### config.mk
export PLATFORM = sky130hd
export DESIGN_NAME = muldiv_sequencer_flat
export DESIGN_NICKNAME = d
export VERILOG_FILES = /design/src/rtl/muldiv_pkg.sv /design/src/rtl/muldiv_sequencer_if.sv /design/src/rtl/muldiv_datapath.sv /design/src/rtl/muldiv_sequencer.sv /design/src/flat_wrapper.sv
export SDC_FILE = /design/constraint.sdc
export NUM_CORES = 1
export LEC_CHECK = 0
export ABC_AREA = 0
export BUFFER_PORTS_ARGS = -buffer_cell sky130_fd_sc_hd__buf_2
export CORE_ASPECT_RATIO = 1.25
export CORE_UTILIZATION = 53
export CTS_CLUSTER_SIZE = 30
export DETAILED_ROUTE_END_ITERATION = 10
export PLACE_DENSITY_LB_ADDON = 0.12
export SLEW_MARGIN = 20
export SYNTH_ARGS = -nofsm -noshare
export SYNTH_HDL_FRONTEND = slang
export SYNTH_SLANG_ARGS = --single-unit
### constraint.sdc
create_clock -name clock -period 7 [get_ports clock]
set_input_delay 0 -clock clock [delete_from_list [all_inputs] [get_ports clock]]
set_output_delay 0 -clock clock [all_outputs]
set_load 0.005 [all_outputs]
### src/rtl/muldiv_pkg.sv
// Shared constants for the iterative multiply/divide sequencer.
// State encodings are plain localparams so legacy decoders can reuse them.
package muldiv_pkg;

    localparam int DEF_WIDTH    = 32;
    localparam int DEF_CNT_W    = 6;
    // One Booth or restoring iteration per operand bit
    localparam int ITERS_PER_OP = DEF_WIDTH;

    typedef logic [2:0] state_t;

    localparam state_t ST_IDLE     = 3'd0;
    localparam state_t ST_MULT_RUN = 3'd1;
    localparam state_t ST_DIV_RUN  = 3'd2;
    localparam state_t ST_DIV_FIX  = 3'd3;
    localparam state_t ST_FINISH   = 3'd4;

endpackage

### src/rtl/muldiv_sequencer_if.sv
// Controller <-> multiply/divide unit bundle; is_unsigned exists only when
// MULDIV_UNSIGNED_EN is defined.
interface muldiv_sequencer_if #(parameter int WIDTH = 32);

    logic             mult_start;
    logic             div_start;
    logic [WIDTH-1:0] op_a;
    logic [WIDTH-1:0] op_b;
`ifdef MULDIV_UNSIGNED_EN
    logic             is_unsigned;
`endif
    logic             busy;
    logic             done;
    logic             div_zero;
    logic [WIDTH-1:0] hi;
    logic [WIDTH-1:0] lo;

`ifdef MULDIV_UNSIGNED_EN
    modport master (output mult_start, div_start, op_a, op_b, is_unsigned,
                    input  busy, done, div_zero, hi, lo);
    modport slave  (input  mult_start, div_start, op_a, op_b, is_unsigned,
                    output busy, done, div_zero, hi, lo);
`else
    modport master (output mult_start, div_start, op_a, op_b,
                    input  busy, done, div_zero, hi, lo);
    modport slave  (input  mult_start, div_start, op_a, op_b,
                    output busy, done, div_zero, hi, lo);
`endif

endinterface

### src/rtl/muldiv_datapath.sv
// Accumulator/shift datapath: radix-2 Booth (or shift-add when unsigned)
// multiply and restoring divide on magnitudes, plus the final sign fix.
module muldiv_datapath
    import muldiv_pkg::*;
#(
    parameter int WIDTH = DEF_WIDTH
) (
    input  logic             clock,
    input  logic             reset,
    input  logic             load_mul,
    input  logic             load_div,
    input  logic             step,
    input  logic             fix,
    input  logic             uns,
    input  logic [WIDTH-1:0] op_a,
    input  logic [WIDTH-1:0] op_b,
    output logic [WIDTH-1:0] res_hi,
    output logic [WIDTH-1:0] res_lo,
    output logic             uns_mode
);

    function automatic logic [WIDTH-1:0] magnitude(input logic [WIDTH-1:0] v);
        return v[WIDTH-1] ? (~v + {{(WIDTH-1){1'b0}}, 1'b1}) : v;
    endfunction

    // Extra accumulator bit keeps MIN_INT Booth steps and unsigned carries exact
    logic [WIDTH:0]   acc_r;
    logic [WIDTH-1:0] q_r;
    logic [WIDTH:0]   m_r;
    logic             qm1_r;
    logic             mul_r;
    logic             uns_r;
    logic             sa_r;
    logic             sb_r;

    logic [WIDTH:0]   addend_s;
    logic [WIDTH:0]   sum_s;
    logic             fill_s;
    logic [WIDTH:0]   shifted_s;
    logic [WIDTH+1:0] diff_s;

    // Per-iteration arithmetic for both the multiply and the divide step
    always_comb begin
        addend_s = '0;
        if (uns_r) begin
            addend_s = q_r[0] ? m_r : '0;
        end else begin
            case ({q_r[0], qm1_r})
                2'b01:   addend_s = m_r;
                2'b10:   addend_s = -m_r;
                default: addend_s = '0;
            endcase
        end
        sum_s     = acc_r + addend_s;
        fill_s    = uns_r ? 1'b0 : sum_s[WIDTH];
        shifted_s = {acc_r[WIDTH-1:0], q_r[WIDTH-1]};
        diff_s    = {1'b0, shifted_s} - {1'b0, m_r};
    end

    // Operand load, iteration and sign-fix registers
    always_ff @(posedge clock or posedge reset) begin
        if (reset) begin
            acc_r <= '0;
            q_r   <= '0;
            m_r   <= '0;
            qm1_r <= 1'b0;
            mul_r <= 1'b0;
            uns_r <= 1'b0;
            sa_r  <= 1'b0;
            sb_r  <= 1'b0;
        end else if (load_mul) begin
            acc_r <= '0;
            q_r   <= op_b;
            m_r   <= {(op_a[WIDTH-1] & ~uns), op_a};
            qm1_r <= 1'b0;
            mul_r <= 1'b1;
            uns_r <= uns;
            sa_r  <= 1'b0;
            sb_r  <= 1'b0;
        end else if (load_div) begin
            acc_r <= '0;
            q_r   <= uns ? op_a : magnitude(op_a);
            m_r   <= {1'b0, (uns ? op_b : magnitude(op_b))};
            qm1_r <= 1'b0;
            mul_r <= 1'b0;
            uns_r <= uns;
            sa_r  <= op_a[WIDTH-1] & ~uns;
            sb_r  <= op_b[WIDTH-1] & ~uns;
        end else if (step) begin
            if (mul_r) begin
                {acc_r, q_r, qm1_r} <= {fill_s, sum_s, q_r};
            end else if (diff_s[WIDTH+1]) begin
                acc_r <= shifted_s;
                q_r   <= {q_r[WIDTH-2:0], 1'b0};
            end else begin
                acc_r <= diff_s[WIDTH:0];
                q_r   <= {q_r[WIDTH-2:0], 1'b1};
            end
        end else if (fix) begin
            q_r   <= (sa_r ^ sb_r) ? -q_r : q_r;
            acc_r <= sa_r ? -acc_r : acc_r;
        end
    end

    assign res_hi   = acc_r[WIDTH-1:0];
    assign res_lo   = q_r;
    assign uns_mode = uns_r;

endmodule

### src/rtl/muldiv_sequencer.sv
// Multiply/divide sequencer: FSM, iteration counter and HI/LO result registers.
// Optional MULDIV_UNSIGNED_EN adds is_unsigned for MULTU/DIVU.
module muldiv_sequencer
    import muldiv_pkg::*;
#(
    parameter int WIDTH = DEF_WIDTH,
    parameter int CNT_W = DEF_CNT_W
) (
    input logic              clock,
    input logic              reset,
    muldiv_sequencer_if.slave bus
);

    localparam logic [CNT_W-1:0] LAST_CNT = CNT_W'(WIDTH - 1);

    state_t           state_r;
    state_t           state_nx_s;
    logic [CNT_W-1:0] count_r;
    logic [CNT_W-1:0] count_nx_s;
    logic             busy_r;
    logic             done_r;
    logic             div_zero_r;
    logic [WIDTH-1:0] hi_r;
    logic [WIDTH-1:0] lo_r;
    logic             accept_s;
    logic             uns_s;
    logic             uns_mode_s;
    logic             load_mul_s;
    logic             load_div_s;
    logic             step_s;
    logic             fix_s;
    logic [WIDTH-1:0] dp_hi_s;
    logic [WIDTH-1:0] dp_lo_s;

`ifdef MULDIV_UNSIGNED_EN
    assign uns_s = bus.is_unsigned;
`else
    assign uns_s = 1'b0;
`endif

    assign accept_s = (state_r == ST_IDLE) && (bus.mult_start || bus.div_start);

    // Next state, counter and datapath controls
    always_comb begin
        state_nx_s = state_r;
        count_nx_s = count_r;
        load_mul_s = 1'b0;
        load_div_s = 1'b0;
        step_s     = 1'b0;
        fix_s      = 1'b0;
        case (state_r)
            ST_IDLE: begin
                count_nx_s = '0;
                if (bus.mult_start) begin
                    state_nx_s = ST_MULT_RUN;
                    load_mul_s = 1'b1;
                end else if (bus.div_start) begin
                    if (bus.op_b == '0) begin
                        state_nx_s = ST_FINISH;
                    end else begin
                        state_nx_s = ST_DIV_RUN;
                        load_div_s = 1'b1;
                    end
                end else begin
                    state_nx_s = ST_IDLE;
                end
            end
            ST_MULT_RUN, ST_DIV_RUN: begin
                step_s = 1'b1;
                if (count_r == LAST_CNT) begin
                    count_nx_s = '0;
                    if (state_r == ST_MULT_RUN || uns_mode_s) begin
                        state_nx_s = ST_FINISH;
                    end else begin
                        state_nx_s = ST_DIV_FIX;
                    end
                end else begin
                    count_nx_s = count_r + CNT_W'(1);
                end
            end
            ST_DIV_FIX: begin
                fix_s      = 1'b1;
                state_nx_s = ST_FINISH;
            end
            ST_FINISH: state_nx_s = ST_IDLE;
            default:   state_nx_s = ST_IDLE;
        endcase
    end

    // FSM, status flags and HI/LO result registers
    always_ff @(posedge clock or posedge reset) begin
        if (reset) begin
            state_r    <= ST_IDLE;
            count_r    <= '0;
            busy_r     <= 1'b0;
            done_r     <= 1'b0;
            div_zero_r <= 1'b0;
            hi_r       <= '0;
            lo_r       <= '0;
        end else begin
            state_r <= state_nx_s;
            count_r <= count_nx_s;
            done_r  <= (state_r == ST_FINISH);
            if (accept_s) begin
                busy_r     <= 1'b1;
                div_zero_r <= ~bus.mult_start & (bus.op_b == '0);
            end else if (state_r == ST_FINISH) begin
                busy_r <= 1'b0;
            end
            // A divide by zero leaves the previous HI/LO untouched
            if (state_r == ST_FINISH && !div_zero_r) begin
                hi_r <= dp_hi_s;
                lo_r <= dp_lo_s;
            end
        end
    end

    muldiv_datapath #(.WIDTH(WIDTH)) u_datapath (
        .clock    (clock),
        .reset    (reset),
        .load_mul (load_mul_s),
        .load_div (load_div_s),
        .step     (step_s),
        .fix      (fix_s),
        .uns      (uns_s),
        .op_a     (bus.op_a),
        .op_b     (bus.op_b),
        .res_hi   (dp_hi_s),
        .res_lo   (dp_lo_s),
        .uns_mode (uns_mode_s)
    );

    assign bus.busy     = busy_r;
    assign bus.done     = done_r;
    assign bus.div_zero = div_zero_r;
    assign bus.hi       = hi_r;
    assign bus.lo       = lo_r;

endmodule
### src/flat_wrapper.sv
// flat-port wrapper written by rule: the top's interface ports become plain ports
module muldiv_sequencer_flat import muldiv_pkg::*;
#(
    parameter int WIDTH = DEF_WIDTH,
    parameter int CNT_W = DEF_CNT_W
)
  (clock, reset, bus_mult_start, bus_div_start, bus_op_a, bus_op_b, bus_busy, bus_done, bus_div_zero, bus_hi, bus_lo);
  muldiv_sequencer_if #(.WIDTH(WIDTH)) bus_i ();
  input logic clock;
  input logic reset;
  input wire logic [$bits(bus_i.mult_start)-1:0] bus_mult_start;
  input wire logic [$bits(bus_i.div_start)-1:0] bus_div_start;
  input wire logic [$bits(bus_i.op_a)-1:0] bus_op_a;
  input wire logic [$bits(bus_i.op_b)-1:0] bus_op_b;
  output wire logic [$bits(bus_i.busy)-1:0] bus_busy;
  output wire logic [$bits(bus_i.done)-1:0] bus_done;
  output wire logic [$bits(bus_i.div_zero)-1:0] bus_div_zero;
  output wire logic [$bits(bus_i.hi)-1:0] bus_hi;
  output wire logic [$bits(bus_i.lo)-1:0] bus_lo;
  assign bus_i.mult_start = bus_mult_start;
  assign bus_i.div_start = bus_div_start;
  assign bus_i.op_a = bus_op_a;
  assign bus_i.op_b = bus_op_b;
  assign bus_busy = bus_i.busy;
  assign bus_done = bus_i.done;
  assign bus_div_zero = bus_i.div_zero;
  assign bus_hi = bus_i.hi;
  assign bus_lo = bus_i.lo;
  muldiv_sequencer #(.WIDTH(WIDTH), .CNT_W(CNT_W)) u_core (.clock(clock), .reset(reset), .bus(bus_i));
endmodule
Word level (Yosys, flattened, before mapping)
Cells that the tools add are included.
{"block": "word_totals", "reg_bits": 179, "in_bits": 68, "elab_cells": 106}
{"block": "op_classes", "addsub": 8, "eq_ne": 8, "mux": 51, "bitwise_logic": 5, "reduce_logical": 19}
{"op": "$mux W33", "n": 11}
{"op": "$mux W32", "n": 8}
{"op": "$neg A33 Y33", "n": 2}
{"op": "$pmux W33 S2", "n": 1}
{"op": "$add A32 B1 Y32 const B", "n": 2}
{"op": "$not A32 Y32", "n": 2}
{"op": "$sub A33 B33 Y34", "n": 1}
{"op": "$add A33 B33 Y33", "n": 1}
{"op": "$logic_not A32 Y1", "n": 1}
{"op": "$neg A32 Y32", "n": 1}
{"op": "$mux W1", "n": 23}
{"op": "$mux W3", "n": 5}
{"op": "$pmux W6 S2", "n": 1}
{"op": "$reduce_bool A4 Y1", "n": 3}
{"op": "$pmux W3 S3", "n": 1}
{"op": "$add A6 B1 Y6 const B", "n": 1}
{"op": "$eq A3 B2 Y1 const B", "n": 2}
{"op": "$eq A6 B5 Y1 const B", "n": 1}
{"op": "$mux W6", "n": 1}
{"op": "$reduce_and A2 Y1", "n": 3}
{"op": "$reduce_bool A2 Y1", "n": 3}
{"op": "$reduce_bool A3 Y1", "n": 2}
{"op": "$eq A3 B1 Y1 const B", "n": 1}
{"op": "$eq A3 B3 Y1 const B", "n": 1}
{"op": "other kinds (11)", "n": 13}

Depth between registers and ports, before layout
Gate-level depths: netlist (run 1).
{"block": "depth", "ltp_word": 9, "ltp_mapped": 23, "depth_no_buf": 23}

Hierarchy
Synthesis (run 1) repeated with hierarchy kept, for this count alone.
{"block": "hier_totals", "hier_cells": 2024, "hier_area_um2": 16224.3}
{"module": "muldiv_datapath", "instances": 1, "cells_per_inst": 1803, "area_each_um2": 13077.5, "seq_area_each_um2": 2577.5}
{"module": "muldiv_sequencer", "instances": 1, "cells_per_inst": 221, "area_each_um2": 3146.8, "seq_area_each_um2": 1901.8}

Worst setup path before layout (run 1)
Ideal clock, no wire load.
{"block": "synth_path", "path_type": "register to register", "startpoint": "reg u_core.u_datapath.m_r[1]", "endpoint": "reg u_core.u_datapath.acc_r[29]", "setup_ns": 0.124, "t_arrival_ns": 4.559, "required_ns": 6.876, "slack_ns": 2.317, "path_stages_with_launch": 23, "path_cell_list": "dfrtp_1 > inv_1 > ha_1 > or4b_2 > nor4_1 > nand2_1 > nor3_1 > and2_1 > and4_1 > nor3_1 > a21oi_1 > nor2_1 > ha_1 > nand2_1 > o21ai_0 > nor2_1 > a21o_1 > a21oi_1 > a21bo_2 > a21o_1 > a21oi_1 > mux2i_1 > a211o_1"}
{"block": "synth_between", "elab_chain_cells": 8}
{"element": "start: declaration", "line": "muldiv_datapath.sv:29", "source": "logic [WIDTH:0] m_r;"}
{"element": "start signal: assignment", "line": "muldiv_datapath.sv:74", "source": "m_r <= {(op_a[WIDTH-1] & ~uns), op_a};"}
{"element": "start signal: assignment", "line": "muldiv_datapath.sv:83", "source": "m_r <= {1'b0, (uns ? op_b : magnitude(op_b))};"}
{"element": "$neg A33 Y33", "line": "muldiv_datapath.sv:50", "source": "2'b10: addend_s = -m_r;"}
{"element": "$pmux W33 S2", "line": "muldiv_datapath.sv:48", "source": "case ({q_r[0], qm1_r})"}
{"element": "$mux W33", "line": "muldiv_datapath.sv:45", "source": "if (uns_r) begin"}
{"element": "$add A33 B33 Y33", "line": "muldiv_datapath.sv:54", "source": "sum_s = acc_r + addend_s;"}
{"element": "$mux W33 (*)", "line": "muldiv_datapath.sv:90", "source": "if (mul_r) begin"}
{"element": "$mux W33 (*)", "line": "muldiv_datapath.sv:89", "source": "end else if (step) begin"}
{"element": "$mux W33 (*)", "line": "muldiv_datapath.sv:80", "source": "end else if (load_div) begin"}
{"element": "$mux W33 (*)", "line": "muldiv_datapath.sv:71", "source": "end else if (load_mul) begin"}
{"element": "end signal: assignment", "line": "muldiv_datapath.sv:91", "source": "{acc_r, q_r, qm1_r} <= {fill_s, sum_s, q_r};"}
{"element": "end signal: assignment", "line": "muldiv_datapath.sv:93", "source": "acc_r <= shifted_s;"}
{"element": "end signal: assignment", "line": "muldiv_datapath.sv:96", "source": "acc_r <= diff_s[WIDTH:0];"}
{"element": "end: declaration", "line": "muldiv_datapath.sv:27", "source": "logic [WIDTH:0] acc_r;"}
Mark *: on every way between the ends. The rest lies on a longest branch, timed or not.
A chain may end at the register's enable or synchronous reset.

Final worst setup path (run 1)
{"block": "layout_path", "startpoint": "reg u_core.u_datapath.m_r[1]", "endpoint": "reg u_core.u_datapath.acc_r[32]"}
{"block": "layout_between", "elab_chain_cells": 9}
{"element": "$neg A33 Y33", "line": "muldiv_datapath.sv:50"}
{"element": "$pmux W33 S2", "line": "muldiv_datapath.sv:48"}
{"element": "$mux W33", "line": "muldiv_datapath.sv:45"}
{"element": "$add A33 B33 Y33", "line": "muldiv_datapath.sv:54"}
{"element": "$mux W1", "line": "muldiv_datapath.sv:55", "source": "fill_s = uns_r ? 1'b0 : sum_s[WIDTH];"}
{"element": "$mux W33 (*)", "line": "muldiv_datapath.sv:90"}
{"element": "$mux W33 (*)", "line": "muldiv_datapath.sv:89"}
{"element": "$mux W33 (*)", "line": "muldiv_datapath.sv:80"}
{"element": "$mux W33 (*)", "line": "muldiv_datapath.sv:71"}
Marks and branches as above.

==> results of run 1 <==
[cell families (layout without fill, tap and decap cells)]
family,after synthesis,after routing,synth area share
xor gates and xnor gates,169,169,0.0964
buffers and inverters,187,339,0.0520
AOI/OAI and AO/OA,595,595,0.250
and+or+nand+nor,552,552,0.176
adders and majority gates,75,75,0.0621
muxes,104,104,0.0732
DFF,178,178,0.290
[through the flow]
stage / hold slack [ns] / setup slack, ns / cells / power [uW] / util
floorplan: 0.0891 / 2.17 / 1860 / 6610 / -
global placement: 0.228 / 1.66 / 2252 / 8100 / 0.566
detailed placement: 0.230 / 1.55 / 2252 / 8170 / 0.566
CTS: 0.00140 / 1.50 / 2367 / 9340 / 0.616
global route: 0.00128 / 0.922 / 2367 / 10200 / 0.616
finish: 0.0133 / 1.36 / 2367 / 9420 / 0.616
[tightest hold or removal path, delay by kind of cell]
kind	cells	cell delay, ns
buf+inv	1	0.13
compound gates	2	0.29
[layout make-up]
type                    instances  area, um2  share of cell area
repair buffers                238       1660              0.0945
clock inverters                12        136             0.00777
inverters                      69        267              0.0152
well taps                     355        444              0.0253
flip-flops and latches        178       4460               0.254
clock buffers                  20        457              0.0260
multi-input cells            1495      10100               0.578
[sequential cells by signal, indices dropped and copies added (netlist names)]
register,count
u_core.u_datapath.acc_r,33
u_core.u_datapath.m_r,33
u_core.bus.hi,32
u_core.bus.lo,32
u_core.u_datapath.res_lo,32
u_core.count_r,6
u_core.state_r,3
u_core.bus.busy,1
u_core.bus.div_zero,1
u_core.bus.done,1
u_core.u_datapath.mul_r,1
u_core.u_datapath.qm1_r,1
u_core.u_datapath.sa_r,1
u_core.u_datapath.sb_r,1
[cell usage after synthesis, drive strengths merged, types with 7 or more instances]
cell type	number	area, um2
a31oi	25	156
o211ai	24	180
o31ai	27	203
nand4	13	81.3
nand3	30	150
clkbuf	91	343
o22ai	19	119
inv	68	255
a311oi	8	70.1
nor4	23	144
o41ai	12	113
or3	22	143
nor2	149	576
xor2	77	674
a22oi	24	180
a221oi	9	85.1
mux2	67	754
and2	13	81.3
xnor2	92	806
o21ai	146	731
a21oi	147	736
ha	73	913
o311ai	8	70.1
dfrtp	178	4450
nand2b	23	144
a21o	31	233
nor3	48	240
o21bai	10	75.1
buf	27	196
and3	7	45.1
mux2i	37	370
or4	17	135
o221ai	27	236
a211oi	47	388
nand2	170	651
[worst paths after layout]
check                                                     startpoint                                       end  slack [ns]  cells after the start
worst max-delay path            u_core.u_datapath.m_r[1]$_DFFE_PP0P_   u_core.u_datapath.acc_r[32]$_DFFE_PP0P_        1.36                     22
worst min-delay path                                    bus_op_b[10]  u_core.u_datapath.res_lo[10]$_DFFE_PP0P_        0.01                      3
worst max register to register  u_core.u_datapath.m_r[1]$_DFFE_PP0P_   u_core.u_datapath.acc_r[32]$_DFFE_PP0P_        1.36                     22
worst min register to register          u_core.bus.hi[8]$_DFFE_PP0P_              u_core.bus.hi[8]$_DFFE_PP0P_        0.50                      1
max in group asynchronous                                      reset       u_core.u_datapath.mul_r$_DFFE_PP0P_        5.40                      4
min in group asynchronous                                      reset             u_core.count_r[2]$_DFFE_PP0P_        0.24                      3
[power breakdown]
part | total [uW] | switching (uW) | internal (uW)
clock network | 1010 | 485 | 526
registers | 2170 | 655 | 1520
logic | 6230 | 3630 | 2600
total | 9420 | 4770 | 4640
[per-layer routing]
metal,track usage,routed length (um),vias up
met5,0,0,-
met4,0.154,1890,0
met3,0.0469,3300,114
met2,0.557,22900,656
met1,0.429,20800,7146
li1,-,-,7127
==> results.toml, run 1 <==
[clocking]
insertion_delay_ns = 0.46
cts_tree = "done"
path_clk_slew_ns = 0.08
cts_resized = 0
cts_hold_buf = 83
clock_path_buffers = 2
post_cts_buffers = 0
cts_buffers = 17
cts_root_buffer = "clkbuf_16"
clock_sinks = 178
htreeDepth = 4

[grt]
grt_antenna_before_repair = 0
grt_max_degree = 119
grt_pass1_wl_mm = 77.2
grt_pass1_vias = 14000
grt_remaining_overflow = 0
grt_use_total = 0.334

[power_and_ir_drop]
leakage_uw = 0.00765
peakVddDrop_v = 0.000269
powerDensity_mw_per_mm2 = 536

[floorplanning]
die_x_um = 154
pin_count = 135
num_rows = 69
start_util = 0.539
core_mm2 = 0.0285
die_h_um = 192
dieArea_mm2 = 0.0297

[min_path]
min_path_type = "in2reg"

[place]
placed_cell_area_mm2 = 0.0161
io_buffer_count = 134
dp_hpwl_mm = 35.2
gp_congestion = 0.909

[synthesis]
syn_area_per_cell_um2 = 8.26
yosysWarnings = 0
netlist_area_mm2 = 0.0154
ys_ff_latch = 178
seq_area_frac_synth = 0.290
syn_inst = 1860
synth_nets = 2003
synthFlopType = "dfrtp_1"
ys_types = 83
synth_edf_count = 0
async_flop_share = 1.00

[sta]
fin_crit_sh = 0.805
hold_viol = 0
rsz0062_at_grt = "no"
slew_headroom = 0.356
final_max_slew_viol_count = 0
tns_ns = 0
finalClockSkew_ns = 0.0122
worst_pin_slew_ns = 0.962
post-route-min-period_ns = 5.64
fmax_mhz = 177
finalSetupViolations = 0

[critical_path]
max_stage_delay_ns = 0.62
crit_arrival_ns = 5.95
worst_path_max_delay_cell = "or4b_2"
worstPathRequired_ns = 7.31
path_class = "reg2reg"
crit_buf_inv = 1
timing.critical_path.mode_cell = "nand2_1"
crit_path_start_kind = "register"
crit_path_cell_trace = "inv_1, ha_1, or4b_2, nor4_1, nand2_1, nor3_1, and2_1, and4_1, nor3_1, a21oi_1, nor2_1, ha_1, nand2_1, o21ai_0, nor2_1, a21o_1, a21oi_1, a31oi_1, xnor2_1, nand2_1, o2111ai_1, a31oi_1"
endpoint_kind = "register"
critical_path_peak_fanout = 5
critPathTopFamily = "simple AND/OR/NAND/NOR gates"

[detailed_routing]
routedWlPerCell_um = 20.6
avgViaCountPerCell = 6.36
drtAntennaViolNets = 0
drt_iter0_markers = 1402
drt-total-wl_mm = 48.9
route.detailed.drc = 0
vias = 15000
first_pass_iters = 6

[layout]
finalNetCount = 2142
final_cell_mix = "dfrtp_1, nand2_1, nor2_1, a21oi_1, buf_2"
final_area_mm2 = 0.0176
area_growth_pct = 14.3
drive_gt1_frac = 0.147
antenna-diode-count = 0
final_common_cell = "dfrtp_1"
fill_cells = 2499

[job]
cap_violations = 0

[run_status]
status = "completed"
(Power assumes the default switching activity.)
==> run 2, diff against run 1 <==
--- a/config.mk
+++ b/config.mk
@@ -5,7 +5,7 @@
 export SDC_FILE = /design/constraint.sdc
 export NUM_CORES = 1
 export LEC_CHECK = 0
-export ABC_AREA = 0
+export ABC_AREA = 1
 export BUFFER_PORTS_ARGS = -buffer_cell sky130_fd_sc_hd__buf_2
 export CORE_ASPECT_RATIO = 1.25
 export CORE_UTILIZATION = 53
==> constraint.sdc (replaced) <==
create_clock -name clock -period 5.5 [get_ports clock]
set_input_delay 0 -clock clock [delete_from_list [all_inputs] [get_ports clock]]
set_output_delay 0 -clock clock [all_outputs]
set_load 0.005 [all_outputs]
==> run 2 against run 1 <==
Clock skew up 0.0039 ns. Register-to-register slack worse by 0.17 ns. Area after synthesis up 15%. Power up 38%. Worst setup slack worse by 0.17 ns. Global-route usage up 10 points. First-iteration DRC count up 51%. Non-clock buffer count down 21. Fmax up 31%. Die area up 14%. Sequential power up 21%. Sequential share of layout area down 2.8 points. Critical path type unchanged. Highest routed layer unchanged.
==> results.toml, run 2 <==
[power_and_ir_drop]
comb_power_share = 0.695
total_power_uw = 13000
peakVddDrop_v = 0.000323
sw_frac_of_total = 0.589
leakage_uw = 0.00969
p_int_uw = 5360
powerDensity_mw_per_mm2 = 660
sequentialPowerShare = 0.201
p_switching_uw = 7680
clock_power_share = 0.104

[place]
io_buffer_count = 134
gp_congestion = 1.06
dp_hpwl_mm = 56.1

[clocking]
clock_sinks = 178
cts_buffers = 17
clock_path_buffers = 2
cts_root_buffer = "clkbuf_16"
insertion_delay_ns = 0.49
htreeDepth = 4
path_clk_slew_ns = 0.09
cts_tree = "done"

[detailed_routing]
top_layer_used = "met4"
met2_length_mm = 34.1
drt_iter0_markers = 2121
routedWlPerCell_um = 21.3
avgViaCountPerCell = 5.99
first_pass_iters = 8
m1WireLength_mm = 25.8
vias = 20400
route.detailed.drc = 0
drt-total-wl_mm = 72.9
drtAntennaViolNets = 0
met3WireLength_mm = 5.21

[sta]
fmax_mhz = 232
finalClockSkew_ns = 0.0161
rsz0062_at_grt = "no"
finalSetupViolations = 0
fin_crit_sh = 0.783
final_max_slew_viol_count = 0
post-route-min-period_ns = 4.31
worst_pin_slew_ns = 1.11
slew_headroom = 0.252
hold_viol = 0
tns_ns = 0

[floorplanning]
die_h_um = 206
dieArea_mm2 = 0.0339
num_rows = 74
die_x_um = 165
start_util = 0.538
pin_count = 135
core_mm2 = 0.0327

[synthesis]
synthTopCellsByCount = "nand2_1, nor2_1, inv_1, nand3_1, o21ai_0"
ys_types = 61
syn_inst = 2842
synth_most_common_cell = "nand2_1"
synth_edf_count = 0
synth_area_leaders = "dfrtp_1, nand2_1, nand3_1"
async_flop_share = 1.00
yosys.area.top_type_share = 0.253
syn_area_per_cell_um2 = 6.19
synthFlopType = "dfrtp_1"
netlist_area_mm2 = 0.0176
synth_nets = 2985
seq_area_frac_synth = 0.253
ys_ff_latch = 178
yosys.area.top_type = "dfrtp_1"
yosysWarnings = 0

[critical_path]
worstPathRequired_ns = 5.88
crit_path_start_kind = "register"
worst_path_max_delay_cell = "dfrtp_1"
path_class = "reg2reg"
timing.critical_path.mode_cell = "nand2_1"
r2r_cells = 24
endpoint_kind = "register"
ff2ff_setup_slack_ns = 1.19
rr_endpoint = "u_core.u_datapath.acc_r[25]$_DFFE_PP0P_"
regToRegStartpoint = "u_core.u_datapath.m_r[1]$_DFFE_PP0P_"
crit_arrival_ns = 4.68
crit_path_start = "u_core.u_datapath.m_r[1]$_DFFE_PP0P_"
crit_path_cell_trace = "inv_1, nand4_1, nor2_1, nand2_1, nor2_2, inv_1, nor2_1, inv_1, o21ai_1, nand3_1, a21oi_1, ha_1, a21oi_1, o21ai_0, a21oi_1, nand3_1, nand3_1, nand2_1, nand2_1, nand3_1, nand2_1, nand2_1, nand2_1, nand2_1"
max_stage_delay_ns = 0.42
critical_path_peak_fanout = 5

[grt]
grt_pass1_vias = 19900
grt_antenna_before_repair = 0
grt_remaining_overflow = 0
grt_max_degree = 125
grt_pass1_wl_mm = 110
grt_use_total = 0.437

[layout]
drive_gt1_frac = 0.0902
fill_cells = 3182
final_cell_mix = "nand2_1, nor2_1, inv_1"
antenna-diode-count = 0
register_area_mm2 = 0.00446
finalNetCount = 3125
reg_top3 = "u_core.u_datapath.acc_r: 33 flops, u_core.u_datapath.m_r: 33 flops"
area_growth_pct = 12.3
final_common_cell = "nand2_1"
multi_input_area_mm2 = 0.0115

[min_path]
holdPathStages = 5
min-delay-start = "bus_op_b[20]"
whs_endpoint = "u_core.u_datapath.res_lo[20]$_DFFE_PP0P_"
min_path_type = "in2reg"

[run_status]
status = "completed"

[job]
cap_violations = 0
## run 2: changes by cell type after synthesis, sizes merged, moves of 25 or more
cell    change
nand3     +220
mux2i      -36
clkbuf     -47
o21ai     +125
nor2      +179
inv       +241
a211oi     -43
nand4      +25
nand2     +662
xnor2      -71
mux2       -63
buf        +25
a21oi      +40
a21o       -25
## run 2: timing repair
action                    CTS  global route
gates resized for setup     0             0
buffers inserted            0             0
hold buffers               70             0
hold endpoints to repair  155             0
## run 2: cell type report
type / count / area share
clock buffer: 17 / 0.0215
clock inverter: 15 / 0.0108
inverter: 312 / 0.0597
multi-input combinational: 2256 / 0.582
sequential: 178 / 0.226
tap: 418 / 0.0265
timing repair buffer: 217 / 0.0744
## run 2: critical path: cells and delay by family, from the launching register on
kind	cells	cell delay (ns)
AND/OR/NAND/NOR	15	1.99
AO/OA/AOI/OAI	5	1.08
flip-flops	1	0.42
buffers and inverters	3	0.41
adder cells (fa/ha/maj)	1	0.31
## run 2: logic make-up (layout without fill, tap and decap cells)
kind of cell | after synthesis | in the layout | share of synthesized area
AOI/OAI and AO/OA | 555 | 555 | 0.175
adders and majority gates | 75 | 75 | 0.0542
and+or+nand+nor | 1536 | 1536 | 0.377
buffers and inverters | 408 | 561 | 0.0947
xor gates and xnor gates | 85 | 85 | 0.0423
DFF | 178 | 178 | 0.253
muxes | 5 | 5 | 0.00313
## run 2: how the worst max path moves through the flow
stage,to,slack [ns],cells past startpoint
after floorplan,u_core.bus.busy$_DFFE_PP0P_,0.67,1
after global placement,u_core.u_datapath.acc_r[25]$_DFFE_PP0P_,1.43,24
after detailed placement,u_core.u_datapath.acc_r[28]$_DFFE_PP0P_,1.33,22
after CTS,u_core.u_datapath.acc_r[28]$_DFFE_PP0P_,1.30,22
after global routing,u_core.u_datapath.acc_r[28]$_DFFE_PP0P_,0.77,22
final,u_core.u_datapath.acc_r[25]$_DFFE_PP0P_,1.19,24
## run 2: layer usage
layer | track usage | up-vias
met5 | 0 | -
met1 | 0.465 | 9332
li1 | - | 9666
met2 | 0.729 | 1068
met3 | 0.0714 | 383
met4 | 0.414 | 0
## run 2: power groups by stage
| stage | Clock [uW] | Combinational, uW | Sequential (uW) |
|---|---|---|---|
| after floorplan | 0 | 6160 | 2360 |
| after global placement | 0 | 8500 | 2580 |
| after detailed placement | 0 | 8580 | 2600 |
| after CTS | 1360 | 8810 | 2580 |
| after global routing | 1400 | 9950 | 2680 |
| final | 1360 | 9060 | 2620 |
## run 2: through the flow
step	std cells	util	setup WS, ns	area [um2]	hold WS [ns]
finish	3413	0.604	1.19	19800	0.00671
global route	3413	0.604	0.769	19800	0.0462
CTS	3413	0.604	1.30	19700	0.000196
detailed placement	3311	0.563	1.33	18400	0.220
global placement	3311	0.563	1.43	18400	0.201
floorplan	2842	-	0.670	17600	0.127
==> run 3, diff against run 2 <==
==> constraint.sdc (replaced) <==
create_clock -name clock -period 4.2 [get_ports clock]
set_input_delay 0 -clock clock [delete_from_list [all_inputs] [get_ports clock]]
set_output_delay 0 -clock clock [all_outputs]
set_load 0.005 [all_outputs]
==> run 3 against run 2 <==
Sequential share of layout area down 0.27 points. Fmax is 9.4% higher. First-iteration DRC count is 7.6% lower. Sequential power up 32%. Sequential cell count stayed put. Highest routed layer unchanged.
==> results.toml, run 3 (synthesis results as in run 2) <==
[run_status]
status = "completed"

[clocking]
path_clk_slew_ns = 0.09
cts_tree = "done"
cts_buffers = 17
clock_path_buffers = 2
cts_root_buffer = "clkbuf_16"
htreeDepth = 4
insertion_delay_ns = 0.48
clock_sinks = 178

[floorplanning]
num_rows = 74
die_x_um = 165
start_util = 0.538
core_mm2 = 0.0327
dieArea_mm2 = 0.0339
pin_count = 135
die_h_um = 206

[place]
dp_slack_ns = 0.0770
dp_cells = 3326
gp_congestion = 1.02
io_buffer_count = 134
dp_hpwl_mm = 55.3

[grt]
grt_remaining_overflow = 0
grt_antenna_before_repair = 0
grt_pass1_wl_mm = 109
grt_pass1_vias = 19600
grt_use_total = 0.430
grt_max_degree = 125

[sta]
final_max_slew_viol_count = 0
hold_viol = 0
slew_headroom = 0.390
fin_ws_ns = 0.265
fmax_mhz = 254
hold_slack_ns = 0.0592
post-route-min-period_ns = 3.93
finalClockSkew_ns = 0.0200
fin_crit_sh = 0.937
rsz0062_at_grt = "no"
worst_pin_slew_ns = 0.912
finalSetupViolations = 0
tns_ns = 0

[detailed_routing]
drt_iter0_markers = 1959
avgViaCountPerCell = 6.00
drtAntennaViolNets = 0
route.detailed.drc = 0
drt-total-wl_mm = 71.9
first_pass_iters = 7
vias = 20600
routedWlPerCell_um = 20.9

[power_and_ir_drop]
total_power_uw = 17000
powerDensity_mw_per_mm2 = 849
peakVddDrop_v = 0.000504
leakage_uw = 0.00981

[layout]
final_common_cell = "nand2_1"
final_cell_mix = "nand2_1, nor2_1, inv_1"
reg_top3 = "u_core.u_datapath.acc_r: 33 flops, u_core.u_datapath.m_r: 33 flops"
area_growth_pct = 13.6
stdcell_count = 3435
finalNetCount = 3146
drive_gt1_frac = 0.0998

[job]
cap_violations = 0

[critical_path]
crit_path_start_kind = "register"
critical_path_peak_fanout = 5
crit_arrival_ns = 4.36
path_class = "reg2reg"
endpoint_kind = "register"
worstPathRequired_ns = 4.62

[min_path]
min_path_type = "in2async"
[run 3: cell types whose count changed in the layout (fill, tap and decap cells not counted), moves of 4 or more]
cell           change
nor2_2             +4
inv_12             -4
buf_4             +14
dlygate4sd3_1      +4
nor2_1             -4
[run 3: timing repair]
item                                    4_1_cts  5_1_grt
endpoints found under the setup margin        0       13
hold endpoints to repair                     94        0
buffers inserted                              0        1
hold buffers                                 74        0
resized for setup                             0       18
[run 3: power by group]
group	leakage, uW	switching [uW]	internal, uW	total (uW)
registers	0.00227	979	2470	3450
clock network	0.000300	915	818	1730
logic	0.00724	8010	3780	11800
[run 3: path summary, 6_finish.rpt]
check	startpoint	end	slack [ns]	depth (start not counted)
min in group clock	bus_op_b[7]	u_core.u_datapath.m_r[7]$_DFFE_PP0P_	0.07	4
max in group asynchronous	reset	u_core.u_datapath.acc_r[11]$_DFFE_PP0P_	3.37	4
min reg2reg	u_core.bus.hi[7]$_DFFE_PP0P_	u_core.bus.hi[7]$_DFFE_PP0P_	0.48	2
max	u_core.u_datapath.m_r[1]$_DFFE_PP0P_	u_core.u_datapath.acc_r[22]$_DFFE_PP0P_	0.27	23
max reg2reg	u_core.u_datapath.m_r[1]$_DFFE_PP0P_	u_core.u_datapath.acc_r[22]$_DFFE_PP0P_	0.27	23
min	reset	u_core.bus.lo[11]$_DFFE_PP0P_	0.06	3
[run 3: critical path: stages, from the launching register on]
cell,delay (ns)
dfrtp_1,0.42
inv_1,0.17
nand4_1,0.21
nor2_2,0.18
nand2_1,0.11
nor2_2,0.20
inv_1,0.12
nor2_1,0.13
inv_1,0.09
o21ai_1,0.13
nand3_1,0.08
a21oi_1,0.23
ha_1,0.24
nand2_1,0.12
nor2_1,0.20
inv_1,0.10
nor3_1,0.39
nand2_1,0.15
a21o_1,0.18
nand3_1,0.15
nand2_1,0.07
nor2_1,0.08
nand2_1,0.07
nand2_1,0.06
[run 3: routing by layer]
| layer | vias to the layer above | global-route usage | part of all wire |
|---|---|---|---|
| li1 | 9699 | - | - |
| met1 | 9515 | 0.461 | 0.36 |
| met2 | 1081 | 0.728 | 0.48 |
| met3 | 326 | 0.0673 | 0.069 |
| met4 | 0 | 0.382 | 0.096 |
| met5 | - | 0 | 0 |
[run 3: layout make-up]
class	instances	area (um2)
Antenna cell	1	2.50
Multi-Input combinational cell	2256	11500
Clock buffer	17	425
Inverter	312	1180
Sequential cell	178	4460
Tap cell	418	523
Fill cell	3185	12700
Clock inverter	15	194
Timing Repair Buffer	238	1670
[run 3: per-stage QoR]
stage                     utilization  instance area [um2]
after floorplan                     -                17600
after CTS                       0.609                19900
after global placement          0.567                18500
final                           0.612                20000
after global routing            0.612                20000
after detailed placement        0.567                18500
